<file path="src/rtl/multi_clk_divider.sv">
`default_nettype none
// +--------------------------------------------------------------------------+
// | multi_clk_divider: multi-channel programmable clock-enable divider with  |
// | shadowed period/high-time settings applied only at period boundaries.    |
// | Revision: 1.0                                                            |
// +--------------------------------------------------------------------------+
module multi_clk_divider #(
  parameter int WIDTH    = 8,
  parameter int CHANNELS = 2
) (
  input  logic                      clk,
  input  logic                      rst_n,
  input  logic [CHANNELS-1:0]       en,
  input  logic [CHANNELS-1:0]       load,
  input  logic [CHANNELS*WIDTH-1:0] div,
  input  logic [CHANNELS*WIDTH-1:0] high,
  output logic [CHANNELS-1:0]       clk_div,
  output logic [CHANNELS-1:0]       tick,
  output logic [CHANNELS-1:0]       pending
);

  typedef enum logic [0:0] {
    ST_IDLE = 1'b0,
    ST_RUN  = 1'b1
  } state_t;

  localparam logic [WIDTH-1:0] c_zero = '0;
  localparam logic [WIDTH-1:0] c_one  = WIDTH'(1);

  for (genvar i = 0; i < CHANNELS; i++) begin : g_ch
    state_t           r_state, w_state_nxt;
    logic [WIDTH-1:0] r_cnt, w_cnt_nxt;
    logic [WIDTH-1:0] r_sdiv, w_sdiv_nxt;
    logic [WIDTH-1:0] r_shigh, w_shigh_nxt;
    logic [WIDTH-1:0] r_adiv, w_adiv_nxt;
    logic [WIDTH-1:0] r_ahigh, w_ahigh_nxt;
    logic             r_pending, w_pending_nxt;
    logic             r_clk_div, r_tick;
    logic [WIDTH-1:0] w_div_in, w_high_in, w_eff_div, w_eff_high;
    logic             w_run_nxt;

    assign w_div_in   = div[i*WIDTH +: WIDTH];
    assign w_high_in  = high[i*WIDTH +: WIDTH];
    // A load on the same edge as an apply point takes effect immediately.
    assign w_eff_div  = load[i] ? w_div_in  : r_sdiv;
    assign w_eff_high = load[i] ? w_high_in : r_shigh;

    always_comb begin
      w_state_nxt   = r_state;
      w_cnt_nxt     = r_cnt;
      w_adiv_nxt    = r_adiv;
      w_ahigh_nxt   = r_ahigh;
      w_sdiv_nxt    = w_eff_div;
      w_shigh_nxt   = w_eff_high;
      w_pending_nxt = r_pending | load[i];
      case (r_state)
        ST_IDLE: begin
          if (en[i] && (w_eff_div != c_zero)) begin
            w_state_nxt   = ST_RUN;
            w_adiv_nxt    = w_eff_div;
            w_ahigh_nxt   = w_eff_high;
            w_cnt_nxt     = c_zero;
            w_pending_nxt = 1'b0;
          end
        end
        ST_RUN: begin
          if (!en[i]) begin
            w_state_nxt = ST_IDLE;
            w_cnt_nxt   = c_zero;
          end else if (r_cnt == r_adiv - c_one) begin
            w_cnt_nxt = c_zero;
            if (r_pending || load[i]) begin
              w_adiv_nxt    = w_eff_div;
              w_ahigh_nxt   = w_eff_high;
              w_pending_nxt = 1'b0;
              if (w_eff_div == c_zero) w_state_nxt = ST_IDLE;
            end
          end else begin
            w_cnt_nxt = r_cnt + c_one;
          end
        end
        default: w_state_nxt = ST_IDLE;
      endcase
    end

    assign w_run_nxt = (w_state_nxt == ST_RUN);

    always_ff @(posedge clk) begin
      if (!rst_n) begin
        r_state   <= ST_IDLE;
        r_cnt     <= c_zero;
        r_sdiv    <= c_zero;
        r_shigh   <= c_zero;
        r_adiv    <= c_zero;
        r_ahigh   <= c_zero;
        r_pending <= 1'b0;
        r_clk_div <= 1'b0;
        r_tick    <= 1'b0;
      end else begin
        r_state   <= w_state_nxt;
        r_cnt     <= w_cnt_nxt;
        r_sdiv    <= w_sdiv_nxt;
        r_shigh   <= w_shigh_nxt;
        r_adiv    <= w_adiv_nxt;
        r_ahigh   <= w_ahigh_nxt;
        r_pending <= w_pending_nxt;
        r_clk_div <= w_run_nxt && (w_cnt_nxt < w_ahigh_nxt);
        r_tick    <= w_run_nxt && (w_cnt_nxt == c_zero);
      end
    end

    assign clk_div[i] = r_clk_div;
    assign tick[i]    = r_tick;
    assign pending[i] = r_pending;
  end

endmodule
`default_nettype wire

</file>
<file path="config.mk">
export PLATFORM = sky130hd
export DESIGN_NAME = multi_clk_divider
export DESIGN_NICKNAME = d
export VERILOG_FILES = /design/src/rtl/multi_clk_divider.sv
export SDC_FILE = /design/constraint.sdc
export NUM_CORES = 1
export LEC_CHECK = 0
export CORE_ASPECT_RATIO = 1.4
export CORE_UTILIZATION = 35
export CTS_BUF_LIST = sky130_fd_sc_hd__clkbuf_4
export DETAILED_ROUTE_END_ITERATION = 10
export PLACE_DENSITY_LB_ADDON = 0.1
export SLEW_MARGIN = 20
export SYNTH_ARGS = -nofsm -noshare
export SYNTH_HDL_FRONTEND = slang
export SYNTH_SLANG_ARGS = --single-unit
export TNS_END_PERCENT = 5
</file>
<file path="constraint.sdc">
create_clock -name clk -period 3.57 [get_ports clk]
set_input_delay 0.714 -clock clk [delete_from_list [all_inputs] [get_ports clk]]
set_output_delay 0.714 -clock clk [all_outputs]
set_load 0.02 [all_outputs]
</file>
==> results.py, run 1 <==
metrics = {
    "outcome": {
        "status": "complete, no violations",
    },
    "final_layout": {
        "area_delta_synth_final_pct": 31.0,
        "drive_gt1_frac": 0.230,
        "n_fill_cell": 1186,
        "fin_nets": 646,
    },
    "flow_run": {
        "max_cap_viol_count": 0,
    },
    "critical_path": {
        "crit_type": "input pin to flip-flop",
        "max_stage_delay_ns": 0.50,
        "cp.arrival_ns": 3.90,
        "cpMostUsedCell": "nor2b_1",
        "critPathBufInv": 2,
        "cpMaxStageDelayCell": "or4b_4",
        "required_ns": 3.96,
        "cp-start-kind": "input pin",
        "crit_path_max_fanout": 7,
        "crit_family": "compound AO/OA/AOI/OAI gates",
        "endpoint_kind": "flip-flop",
        "path_cells": "clkdlybuf4s50_1 > or4b_4 > o22ai_4 > a21boi_4 > nor2b_4 > a31o_4 > buf_6 > o21ai_4 > ha_4 > a21oi_2 > nor2b_1 > o21ai_1 > nand4_1 > o2bb2ai_2 > nor2b_1 > o221ai_1 > nand3_1",
    },
    "timing": {
        "final.setup.tns_ns": 0,
        "period_minus_slack_ns": 3.50,
        "fmax_mhz": 285,
        "layout_setup_ws_ns": 0.0650,
        "rsz0062_at_grt": "yes",
        "slew_viol_final": 0,
        "worstMarginPinSlew_ns": 0.701,
        "clock_skew_ns": 0.0117,
        "timing_hold_violations_final": 0,
        "setup_viol_count_final": 0,
        "timing.final.crit_share": 0.982,
        "relSlewSlack": 0.533,
    },
    "floorplanning": {
        "dieArea_mm2": 0.0132,
        "core.rowCount": 48,
        "start_util": 0.360,
        "fp.dieW_um": 97.3,
        "io_pins": 44,
        "core_area_mm2": 0.0124,
        "die_h_um": 135,
    },
    "place": {
        "gp_congestion": 0.827,
        "hpwl_um": 8140,
        "dp_slack_ns": -0.591,
        "port_buffers": 43,
    },
    "detailed_routing": {
        "postRouteAntennaNets": 0,
        "wl_per_cell_um": 14.8,
        "dr.pass1.iters": 4,
        "drt-total-wl_um": 11100,
        "vias_per_cell": 5.16,
        "drtIter0Drc": 92,
        "num_vias": 3851,
        "drcViolationCount": 0,
    },
    "synth": {
        "syn-num-nets": 549,
        "synth_area_mm2": 0.00445,
        "post_synth.cell_area_avg_um2": 9.00,
        "netlist_top_cells_area": "dfxtp_1 (40%), mux2i_1 (7.2%), nor2_1 (6.5%)",
        "synth_edf_count": 0,
        "synth_top_area_cell": "dfxtp_1",
        "yosysWarnings": 0,
        "yosysTopAreaCellShare": 0.396,
        "synthArstFlopShare": 0,
        "synth_cells": 494,
        "synth_seq_area_share": 0.396,
        "synth_ff_type": "dfxtp_1",
        "ys_seq_elements": 88,
        "yosysUniqueCellTypes": 70,
        "yosysMostFrequentCell": "dfxtp_1",
        "synthTopCellsByCount": "dfxtp_1 (88), nor2_1 (77), mux2i_1 (32)",
    },
    "clock_network": {
        "cts_tree": "built",
        "cts_buffers": 9,
        "path_clk_slew_ns": 0.15,
        "clk_path_buf_depth": 2,
        "cts-root-buf": "clkbuf_4",
        "clkSinkCount": 88,
        "cts_hold_buf": 0,
        "clock_latency_ns": 0.45,
        "htreeDepth": 3,
    },
    "worst_hold_path": {
        "min_path_type": "flip-flop to flip-flop",
    },
    "global_route": {
        "grt_pass1_vias": 3671,
        "overflow": 0,
        "grt_use_total": 0.170,
        "grt_max_degree": 66,
        "antenna_found_initial": 1,
        "grt_pass1_wl_um": 17700,
    },
    "power_and_ir_drop": {
        "p_per_area_mw_per_mm2": 365,
        "ir_worst_vdd_mv": 0.133,
        "power_leakage_nw": 2.44,
    },
}
cell families after synthesis:
family                     Yosys count  synth area share
AOI/OAI and AO/OA                  103             0.176
xor gates and xnor gates            24            0.0473
adders and majority gates           17            0.0478
buffers and inverters               41            0.0414
DFF                                 88             0.396
muxes                               34            0.0771
and+or+nand+nor                    187             0.215
where the power goes:
group | internal, mW | total [mW] | switching, mW
Combinational | 0.275 | 0.534 | 0.259
Clock | 0.142 | 0.505 | 0.363
Sequential | 1.05 | 1.09 | 0.0399
routing by layer:
layer | vias up | part of all wire | GRT usage
met5 | - | 0 | 0
met4 | 0 | 0.021 | 0.0694
met3 | 18 | 0.020 | 0.0273
met2 | 42 | 0.52 | 0.315
met1 | 1825 | 0.43 | 0.193
li1 | 1966 | - | -
worst paths after layout:
kind | start | endpoint | slack (ns) | cells after the start
worst min-delay path | g_ch[0].r_ahigh[0] | g_ch[0].r_ahigh[0] | 0.47 | 2
worst max-delay path | div[7] | g_ch[0].r_clk_div | 0.07 | 17
worst max register to register | g_ch[0].r_adiv[0] | g_ch[0].r_clk_div | 0.11 | 17
worst min register to register | g_ch[0].r_ahigh[0] | g_ch[0].r_ahigh[0] | 0.47 | 2
stage by stage:
step                      hold slack [ns]  utilization  power (mW)  instances  instance area, um2
after floorplan                     0.438            -        1.41        494                4510
after global placement              0.455        0.437        1.58        718                5410
after detailed placement            0.455        0.437        1.59        718                5410
after CTS                           0.474        0.449        2.10        734                5560
after global routing                0.523        0.471        2.25        747                5830
final                               0.473        0.471        2.13        747                5830
worst min-delay path: cells and delay by family, from the launching register on:
kind            cells  cell delay, ns
compound gates      1            0.06
buf+inv             1            0.06
flops               1            0.33
cell usage in the layout (no fill, tap or decap), types with 3 or more instances in the layout:
cell	n
dlymetal6s2s_1	3
and3_1	5
o21ai_0	10
mux2i_1	32
a21o_1	3
nand2_1	25
o21a_1	3
o21ai_1	7
xor2_1	10
a21oi_1	5
o21ai_2	3
a21oi_2	3
buf_4	71
nand2b_1	3
xnor2_1	13
nor4_1	5
clkbuf_4	9
nor3_1	12
ha_1	14
nor2_2	3
nor2_1	77
o21bai_1	3
dfxtp_1	85
clkdlybuf4s50_1	40
or2_2	3
nand3_1	11
a22o_1	7
and2_1	18
clkinvlp_4	3
inv_1	10
a211oi_1	20
registers in the layout, indices dropped and copies added, names as in the netlist, 16 cells and up:
signal,flops
g_ch.r_adiv,16
g_ch.r_sdiv,16
g_ch.r_ahigh,16
g_ch.r_shigh,16
g_ch.r_cnt,16
final cells by class:
| type | instances | area (um2) | area share |
|---|---|---|---|
| inverters | 11 | 41.3 | 0.00709 |
| repair buffers | 116 | 1000 | 0.172 |
| diodes | 1 | 2.50 | 0.000430 |
| clock buffers | 9 | 67.6 | 0.0116 |
| clock inverters | 7 | 47.5 | 0.00816 |
| multi-input cells | 365 | 2710 | 0.465 |
| well taps | 150 | 188 | 0.0322 |
| flip-flops and latches | 88 | 1770 | 0.303 |
repair_timing:
item	4_1_cts	5_1_grt
resized for setup	10	41
setup endpoints to repair	2	2
buffers inserted	0	12
pin swaps	2	17
(Power assumes the default switching activity.)
==> run 2: changes to the inputs <==
Settings changed: CTS_CLUSTER_DIAMETER from default to 50.
==> results of run 2 <==
Final layout, timing and power as in run 1 (identical DEF).
